<file path="config.mk">
export PLATFORM = sky130hd
export DESIGN_NAME = spell_mem_arbiter
export DESIGN_NICKNAME = d
export VERILOG_FILES = /design/src/rtl/spell_mem_arbiter_pkg.sv /design/src/rtl/spell_mem_arbiter_rr2.sv /design/src/rtl/spell_mem_arbiter.sv
export SDC_FILE = /design/constraint.sdc
export NUM_CORES = 1
export LEC_CHECK = 0
export BUFFER_PORTS_ARGS = -buffer_cell sky130_fd_sc_hd__buf_2
export CAP_MARGIN = 20
export CORE_UTILIZATION = 40
export DETAILED_ROUTE_END_ITERATION = 16
export GPL_ROUTABILITY_DRIVEN = 0
export PLACE_DENSITY_LB_ADDON = 0.15
export REMOVE_ABC_BUFFERS = 1
export SYNTH_ARGS = -nofsm -noshare
export SYNTH_HDL_FRONTEND = slang
export SYNTH_SLANG_ARGS = --single-unit
</file>
<file path="constraint.sdc">
create_clock -name clock -period 1.6 [get_ports clock]
set_input_delay 0.08 -clock clock [delete_from_list [all_inputs] [get_ports clock]]
set_output_delay 0.08 -clock clock [all_outputs]
set_load 0.02 [all_outputs]
</file>
<file path="src/rtl/spell_mem_arbiter_pkg.sv">
// Memory type codes shared by the spell core, the memory and this arbiter.
// The Wishbone window maps address bit 8 onto these two codes.
package spell_mem_arbiter_pkg;
    localparam logic [1:0] MemoryTypeCode = 2'b00;
    localparam logic [1:0] MemoryTypeData = 2'b01;
endpackage

</file>
<file path="src/rtl/spell_mem_arbiter_rr2.sv">
// Two-way round-robin grant: on a tie the requester that was not served last wins.
// req[0] is the core, req[1] is Wishbone; last = 1 means Wishbone was served last.
module spell_arb_rr2 (
    input  logic [1:0] req,
    input  logic       last,
    output logic [1:0] grant
);
    assign grant[0] = req[0] & (~req[1] | last);
    assign grant[1] = req[1] & (~req[0] | ~last);
endmodule

</file>
<file path="src/rtl/spell_mem_arbiter.sv">
// Shares the single spell memory port between the spell core and a Wishbone slave window.
// One locked transaction at a time, ended by mem_data_ready or by the timeout counter.
module spell_mem_arbiter
    import spell_mem_arbiter_pkg::*;
#(
    parameter int TIMEOUT_CYCLES = 255
) (
    input  logic        clock,
    input  logic        reset,
    input  logic        core_select,
    input  logic [7:0]  core_addr,
    input  logic [7:0]  core_data_in,
    input  logic [1:0]  core_type,
    input  logic        core_write,
    output logic [7:0]  core_data_out,
    output logic        core_data_ready,
    input  logic        i_wb_cyc,
    input  logic        i_wb_stb,
    input  logic        i_wb_we,
    input  logic [31:0] i_wb_addr,
    input  logic [31:0] i_wb_data,
    output logic        o_wb_ack,
    output logic [31:0] o_wb_data,
    output logic        mem_select,
    output logic [7:0]  mem_addr,
    output logic [7:0]  mem_data_in,
    output logic [1:0]  mem_type,
    output logic        mem_write,
    input  logic [7:0]  mem_data_out,
    input  logic        mem_data_ready,
    output logic        busy,
    output logic        timeout_err
);
    typedef enum logic [2:0] {
        IDLE      = 3'd0,
        OOW       = 3'd1,
        BUSY_CORE = 3'd2,
        BUSY_WB   = 3'd3,
        RELEASE   = 3'd4
    } state_t;

    localparam logic [7:0] LAST_COUNT = 8'(TIMEOUT_CYCLES - 1);

    state_t     state;
    logic       last_wb;
    logic [7:0] count;
    logic [1:0] grant;
    logic       wb_req;
    logic       wb_in_window;
    logic       done;
    logic [7:0] resp_data;
    logic [1:0] wb_type;
    logic       unused;

    assign wb_req       = i_wb_cyc & i_wb_stb;
    assign wb_in_window = (i_wb_addr[23:9] == 15'd0);
    assign wb_type      = i_wb_addr[8] ? MemoryTypeData : MemoryTypeCode;
    // Ready in the same cycle as the last count wins over the timeout.
    assign done         = mem_data_ready || (count == LAST_COUNT);
    assign resp_data    = mem_data_ready ? mem_data_out : 8'hFF;
    assign unused       = ^{i_wb_data[31:8], i_wb_addr[31:24]};

    spell_arb_rr2 u_rr (
        .req   ({wb_req, core_select}),
        .last  (last_wb),
        .grant (grant)
    );

    always_ff @(posedge clock) begin
        if (reset) begin
            state           <= IDLE;
            last_wb         <= 1'b1;
            count           <= 8'd0;
            core_data_out   <= 8'd0;
            core_data_ready <= 1'b0;
            o_wb_ack        <= 1'b0;
            o_wb_data       <= 32'd0;
            mem_select      <= 1'b0;
            mem_addr        <= 8'd0;
            mem_data_in     <= 8'd0;
            mem_type        <= 2'd0;
            mem_write       <= 1'b0;
            busy            <= 1'b0;
            timeout_err     <= 1'b0;
        end else begin
            core_data_ready <= 1'b0;
            o_wb_ack        <= 1'b0;
            timeout_err     <= 1'b0;
            case (state)
                IDLE: begin
                    if (grant[1] && !wb_in_window) begin
                        // Out-of-window access is acked with zero data and never reaches memory.
                        state     <= OOW;
                        busy      <= 1'b1;
                        o_wb_ack  <= 1'b1;
                        o_wb_data <= 32'd0;
                    end else if (grant[0]) begin
                        state       <= BUSY_CORE;
                        busy        <= 1'b1;
                        last_wb     <= 1'b0;
                        count       <= 8'd0;
                        mem_select  <= 1'b1;
                        mem_addr    <= core_addr;
                        mem_data_in <= core_data_in;
                        mem_type    <= core_type;
                        mem_write   <= core_write;
                    end else if (grant[1]) begin
                        state       <= BUSY_WB;
                        busy        <= 1'b1;
                        last_wb     <= 1'b1;
                        count       <= 8'd0;
                        mem_select  <= 1'b1;
                        mem_addr    <= i_wb_addr[7:0];
                        mem_data_in <= i_wb_data[7:0];
                        mem_type    <= wb_type;
                        mem_write   <= i_wb_we;
                    end
                end
                OOW: state <= RELEASE;
                BUSY_CORE, BUSY_WB: begin
                    count <= count + 8'd1;
                    if (done) begin
                        state       <= RELEASE;
                        mem_select  <= 1'b0;
                        timeout_err <= ~mem_data_ready;
                        if (state == BUSY_CORE) begin
                            core_data_ready <= 1'b1;
                            core_data_out   <= resp_data;
                        end else begin
                            o_wb_ack  <= 1'b1;
                            o_wb_data <= {24'd0, resp_data};
                        end
                    end
                end
                RELEASE: begin
                    state <= IDLE;
                    busy  <= 1'b0;
                end
                default: begin
                    state <= IDLE;
                    busy  <= 1'b0;
                end
            endcase
        end
    end
endmodule
</file>
Yosys cells after proc, flatten, opt, wreduce, memory -nomap -nowiden:

Cells that the tools add are included.

* latch bits: 0
* memories: 0
* bits in writable memories: 0
* bits in read-only memories: 0
* register bits after elaboration: 76
* word-level logic and storage cells: 91

* bitwise gates (word level): 13
* add/subtract/negate cells: 1
* magnitude comparators: 0
* $mul: 0
* equal/unequal tests: 10
* divide/modulo/power cells: 0
* multiplexer cells: 36
* shift-type cells: 0
* reduce and logical (&&, ||, !) cells: 17

Operators with widths (number)
* $mux W32: 3
* $mux W8: 8
* $pmux W32 S2: 1
* $pmux W8 S2: 1
* $logic_not A15 Y1: 1
* $mux W1: 13
* $mux W3: 4
* $pmux W3 S3: 1
* $reduce_and A3 Y1: 3
* $add A8 B1 Y8 const B: 1
* $eq A8 B8 Y1 const B: 1
* $ne A2 B2 Y1 const B: 4
* $not A1 Y1: 8
* $reduce_and A4 Y1: 2
* $eq A3 B2 Y1 const B: 2
* $pmux W1 S2: 3
* $reduce_or A3 Y1: 2
* $mux W2: 2
* $ne A4 B4 Y1 const B: 1
* $reduce_and A2 Y1: 2
* $reduce_bool A2 Y1: 2
* $and A1 B1 Y1: 3
* $eq A3 B1 Y1 const B: 1
* $logic_not A3 Y1: 1
* 6 further kinds: 7

Logic depth before layout (Yosys ltp):

Gate-level depths: netlist (run 1).

* word-level depth: 7
* mapped depth: 6
* gate-level depth less buffers: 5

Cells and area by module:

From an unflattened synthesis (run 1), not the netlist that was laid out.

* cells, all modules: 340
* area total of the unflattened synthesis: 3007.9 µm²

Modules (own cells, without submodules)
* spell_mem_arbiter: sequential area each 1041.0 µm², times used 1, area an instance 2989.1 µm², cells an instance 337
* spell_arb_rr2: sequential area each 0.0 µm², times used 1, area an instance 18.8 µm², cells an instance 3

Worst setup path after synthesis (run 1):

OpenSTA, ideal clock, no wires.

* path type: reg-to-reg
* start: register count[0]
* end: register o_wb_data[0]
* arrival: 1.346 ns
* data required time: 1.468 ns
* setup time: 0.132 ns
* cell stages (with the launch flop): 6
* path slack: 0.122 ns
* path through: dfxtp_1 -> inv_1 -> ha_1 -> a41oi_4 -> o22ai_4 -> mux2i_1

* longest elaborated chain between the ends: 4

RTL lines
* start: declaration: RTL line spell_mem_arbiter.sv:46 `logic [7:0] count;`
* start signal: assignment: RTL line spell_mem_arbiter.sv:121 `count <= count + 8'd1;`
* $eq A8 B8 Y1: RTL line spell_mem_arbiter.sv:59 `assign done = mem_data_ready || (count == LAST_COUNT);`
* $logic_or A1 B1 Y1: RTL line spell_mem_arbiter.sv:59
* $ne A2 B2 Y1 (no line)
* $reduce_and A4 Y1 (no line)
* end signal: assignment: RTL line spell_mem_arbiter.sv:131 `o_wb_data <= {24'd0, resp_data};`
* end: declaration: RTL line spell_mem_arbiter.sv:23 `output logic [31:0] o_wb_data,`

No other way between the ends.
A chain may end at the register's enable or synchronous reset.

Worst setup path in the final report (run 1):

* start: register count[4]
* end: register state[2]

* longest elaborated chain between the ends: 4

RTL lines
* $eq A8 B8 Y1: RTL line spell_mem_arbiter.sv:59
* $logic_or A1 B1 Y1: RTL line spell_mem_arbiter.sv:59
* $ne A2 B2 Y1 (no line)
* $reduce_and A2 Y1 (no line)
* end signal: assignment: RTL line spell_mem_arbiter.sv:71 `state <= IDLE;`
* end signal: assignment: RTL line spell_mem_arbiter.sv:93 `state <= OOW;`
* end signal: assignment: RTL line spell_mem_arbiter.sv:98 `state <= BUSY_CORE;`
* end: declaration: RTL line spell_mem_arbiter.sv:44 `state_t state;`

No other way between the ends.

==> flow_summary.toml, run 1 <==
[logic_synthesis]
yosysTopAreaCell = "dfxtp_1"
synth_cell_types = 46
ys_top_cells_by_count = "dfxtp_1, mux2i_1, buf_4"
synth.most_common_cell = "dfxtp_1"
synth_ff_type = "dfxtp_1"
synthArstFlopShare_pct = 0
ys_seq_area_share_pct = 37.1
synth-edff-count = 0
avgSynthCellArea_um2 = 9.71
yosys_warnings = 0
ys_seq_elements = 52
netlist_instances = 289
synth_area_leaders = "dfxtp_1, a2111oi_2, mux2i_1"
synth_area_um2 = 2810
synth.top_cell.area_share_pct = 37.1

[die]
num_rows = 30
dieArea_um2 = 7350
die_width_um = 85.7
start_util_pct = 41.3
die_h_um = 85.7
io_pins = 162
coreArea_um2 = 6790

[timing]
fin_tns_setup_ps = 0
hold_viol = 0
timing.final.crit_period_ps = 1500
setup_viol = 0
fin_crit_sh_pct = 93.5
fin_skew_ps = 9.40
timing.hold.ws_ps = 16.9
max_freq_mhz = 668
slew_viol_final = 0
rsz0062_at_grt = "no"

[cells_and_area]
diodes = 0
fin_nets = 503
fin_cells = 499
layout-drive-gt1-share_pct = 40.9
fin_area_um2 = 3530
syn_to_final_growth_pct = 25.8

[route]
vias = 2525
avgRoutedWirePerCell_um = 12.9
ant_nets = 0
dr.pass1.iters = 4
route.detailed.drc = 0
drt_iter0_markers = 94
wl_um = 6440
via_per_inst = 5.06

[placed_design]
place_area_um2 = 3450
dpl.hpwl_um = 4670
placed_cells = 492
numPortBuffers = 105

[grt]
grtUsageTotal_pct = 17.7
antenna_found_initial = 0
grt_pass1_vias = 2274
grt_overflow = 0
grt_first_pass_wirelength_um = 10700
grt_max_degree = 25

[clock_network]
post_cts_buffers = 0
clk_pin_slew_ps = 90
insertion_delay_ps = 300
cts_root_buffer = "clkbuf_8"
clockBufferDepth = 2
cts_tree = "yes"
htreeDepth = 2
cts_buffers = 5
cts_num_sinks = 52

[setup_path]
cp_top_family = "compound AO/OA/AOI/OAI gates"
cp-start-kind = "flip-flop"
slowest_stage = "dfxtp_1"
critPathArrivalTime_ps = 1700
critPathBufInv = 1
cp_cell_sequence = "and4_4 -> a41oi_4 -> buf_4 -> a2111oi_2"
crit_type = "reg2reg"
crit_fanout = 6
required_ps = 1800
cpPeakStageDelay_ps = 390
cp-end-kind = "flip-flop"

[pwr]
ir_drop_mv = 0.467
p_leak_nw = 1.54
powerDensity_nw_per_um2 = 896

[job]
drv_cap = 0

[min_path]
hp-class = "in2reg"

[outcome]
status = "finished clean"
## power by group
part	switching, mW	leakage, nW	total [mW]	internal (mW)
sequential	0.0728	0.426	1.48	1.40
combinational	0.566	1.08	0.956	0.391
clock	0.433	0.0400	0.731	0.298
total	1.07	1.54	3.16	2.09
## final cells by class
type	instances	area, um^2
Clock inverter	2	12.5
Sequential cell	52	1040
Inverter	4	15.0
Clock buffer	5	68.8
Multi-Input combinational cell	212	1520
Tap cell	96	120
Timing Repair Buffer	128	748
Fill cell	662	3260
## sequential cells by signal (all words and copies together) (netlist names)
register / cells
busy: 1
core_data_out: 8
core_data_ready: 1
count: 8
last_wb: 1
mem_addr: 8
mem_data_in: 8
mem_select: 1
mem_type: 2
mem_write: 1
o_wb_ack: 1
o_wb_data: 8
state: 3
timeout_err: 1
## per-stage QoR
| step | utilization, % | setup WS (ps) | power, mW |
|---|---|---|---|
| 6_report | 52.0 | 104 | 3.16 |
| 5_1_grt | 52.0 | 3.02 | 3.34 |
| 2_1_floorplan | - | -408 | 2.07 |
| 4_1_cts | 51.9 | 63.0 | 3.19 |
| 3_5_place_dp | 50.7 | 93.6 | 2.47 |
| 3_3_place_gp | 50.7 | 127 | 2.45 |
## layer usage
metal	vias up	share of wire (%)	GRT usage, %
met1	1172	47	23.8
met2	92	45	28.0
met3	11	6.2	4.43
li1	1250	-	-
met4	0	1.7	5.76
met5	-	0	0
## placed cells by master (no fill, tap or decap), types with 2 or more instances in the layout
master / Yosys / layout
and3_1: 2 / 2
mux2i_1: 28 / 28
nor3_1: 21 / 21
dfxtp_1: 52 / 52
o21ai_0: 10 / 10
nand3_1: 13 / 13
conb_1: 1 / 24
a21oi_1: 4 / 4
o21ai_1: 6 / 6
ha_1: 2 / 2
buf_4: 26 / 19
inv_1: 3 / 3
o221a_1: 8 / 8
nor4_1: 6 / 6
o21a_2: 1 / 2
nor2b_1: 2 / 2
buf_12: 0 / 4
or3_1: 4 / 4
nand2_1: 16 / 16
nor2_1: 23 / 23
nand4_1: 3 / 3
buf_2: 6 / 105
a2111oi_2: 19 / 19
clkbuf_8: 0 / 5
## repair_timing
item                       4_1_cts  5_1_grt
hold buffers                     0        0
setup endpoints to repair        0       17
gates resized for setup          0        1
## kinds of logic after synthesis
| family | count (synthesis) | share of synthesized area, % |
|---|---|---|
| compound gates | 56 | 20.7 |
| xor+xnor | 1 | 0.312 |
| fa+ha+maj | 2 | 0.892 |
| buf+inv | 48 | 11.7 |
| flops | 52 | 37.1 |
| mux | 28 | 9.99 |
| other cells | 1 | 0.134 |
| simple gates | 101 | 19.2 |
## final timing paths
path	from	endpoint	slack (ps)	cells after the start
max	count[4]	state[2]	100	4
min	mem_data_ready	timeout_err	20	2
max reg2reg	count[4]	state[2]	100	4
min reg2reg	o_wb_data[2]	o_wb_data[2]	460	2
Note: power is estimated with default switching activity, not from simulation.
==> run 2: changes to the inputs <==
--- a/config.mk
+++ b/config.mk
@@ -7,6 +7,7 @@
 export LEC_CHECK = 0
 export BUFFER_PORTS_ARGS = -buffer_cell sky130_fd_sc_hd__buf_2
 export CAP_MARGIN = 20
+export CORE_MARGIN = 5
 export CORE_UTILIZATION = 40
 export DETAILED_ROUTE_END_ITERATION = 16
 export GPL_ROUTABILITY_DRIVEN = 0
==> constraint.sdc (replaced) <==
create_clock -name clock -period 1.6 [get_ports clock]
set_input_delay 0.08 -clock clock [delete_from_list [all_inputs] [get_ports clock]]
set_output_delay 0.08 -clock clock [all_outputs]
set_load 0.1 [all_outputs]
==> run 2 against run 1 <==
Net effect: clock-buffer cell count is the same; hold slack lost 2.7 ps; non-clock buffer count grew 1; cell count grew 0.20%; flip-flop and latch count is the same; sequential power is essentially flat; first-iteration DRC count shrank 28%; sequential share of layout area shrank 0.15 points; register-to-register slack lost 30 ps; global-route usage shrank 3.0 points; largest power group is now combinational logic; highest routed layer unchanged.
==> flow_summary.toml, run 2 (synthesis results as in run 1) <==
[cells_and_area]
utilization_pct = 52.3
syn_to_final_growth_pct = 26.6
final_cell_mix = "buf_2, dfxtp_1, mux2i_1, conb_1, nor2_1"
diodes = 0
final_common_cell = "buf_2"
layout-drive-gt1-share_pct = 41.8
fin_nets = 504
fill_cells = 660
fin_area_um2 = 3550

[timing]
setup_viol = 0
hold_viol = 0
max_freq_mhz = 657
timing.final.crit_period_ps = 1520
fin_skew_ps = 6.05
slew_viol_final = 0
rsz0062_at_grt = "yes"
fin_crit_sh_pct = 95.2
fin_tns_setup_ps = 0

[pwr]
powerDensity_nw_per_um2 = 1100
p_leak_nw = 1.55
power.total_mw = 3.90
ir_drop_mv = 0.526

[route]
avgRoutedWirePerCell_um = 13.6
wl_met3_um = 493
route.detailed.drc = 0
ant_nets = 0
wl_um = 6800
wl_met1_um = 2980
dr.max_layer_used = "met4"
via_per_inst = 4.95
met2WireLength_um = 3280
vias = 2477
dr.pass1.iters = 4
drt_iter0_markers = 68

[grt]
grtUsageTotal_pct = 14.7
antenna_found_initial = 0
grt_max_degree = 26
grt_overflow = 0
grt_first_pass_wirelength_um = 10600
grt_pass1_vias = 2310

[die]
die_h_um = 93.7
coreArea_um2 = 6790
io_pins = 162
start_util_pct = 41.3
num_rows = 30
die_width_um = 93.7
dieArea_um2 = 8790

[clock_network]
cts_root_buffer = "clkbuf_8"
clockBufferDepth = 2
insertion_delay_ps = 300
cts_tree = "yes"
clk_pin_slew_ps = 80
cts_buffers = 5
htreeDepth = 2
cts_num_sinks = 52

[job]
drv_cap = 0

[placed_design]
numPortBuffers = 105
place_area_um2 = 3440
dpl.hpwl_um = 5160

[min_path]
hp-class = "in2reg"

[setup_path]
critPathArrivalTime_ps = 1710
crit_fanout = 6
r2r_slack_ps = 80
cp-end-kind = "flip-flop"
cp-start-kind = "flip-flop"
required_ps = 1790
crit_type = "reg2reg"

[outcome]
status = "finished clean"
==> run 2: worst max-delay path, stage by stage (launching register included) <==
cell and delay [ps]:
dfxtp_2 340, inv_2 40, ha_2 190, a41oi_4 370
nor3_4 100, buf_6 140, o221a_1 230
==> run 2: cell type report <==
| type | count | area [um^2] | share of cell area, % |
|---|---|---|---|
| multi-input combinational | 212 | 1530 | 43.0 |
| inverter | 4 | 15.0 | 0.423 |
| clock inverter | 2 | 12.5 | 0.352 |
| timing repair buffer | 129 | 767 | 21.6 |
| clock buffer | 5 | 68.8 | 1.94 |
| tap | 96 | 120 | 3.38 |
| sequential | 52 | 1040 | 29.3 |
==> run 2: worst paths after layout <==
path                   from               end  cells after the start
max                count[0]  core_data_out[6]                      6
min          mem_data_ready       timeout_err                      2
max reg2reg        count[0]  core_data_out[6]                      6
min reg2reg    o_wb_data[2]      o_wb_data[2]                      2
==> run 2: stage by stage <==
step	setup slack (ps)	std cells	hold slack, ps
2_1_floorplan	-408	268	149
3_3_place_gp	88.2	491	332
3_5_place_dp	66.4	491	326
4_1_cts	43.1	498	8.14
5_1_grt	-12.6	500	7.07
6_report	77.5	500	14.2
==> run 2: where the power goes <==
group	switching (mW)	total, mW	leakage (nW)	internal (mW)
Combinational	1.33	1.72	1.09	0.396
Sequential	0.0703	1.47	0.426	1.40
Clock	0.409	0.706	0.0400	0.297
==> run 2: timing repair <==
| item | CTS | global route |
|---|---|---|
| resized for setup | 0 | 7 |
| setup buffers | 0 | 3 |
| setup endpoints to repair | 0 | 24 |
| hold buffers | 0 | 0 |
| endpoints found under the hold margin | 0 | 0 |
==> run 2: per-layer routing <==
| metal | vias up | track usage, % |
|---|---|---|
| met5 | - | 0 |
| met4 | 0 | 3.97 |
| met3 | 4 | 3.85 |
| met2 | 75 | 23.4 |
| met1 | 1151 | 19.6 |
| li1 | 1247 | - |
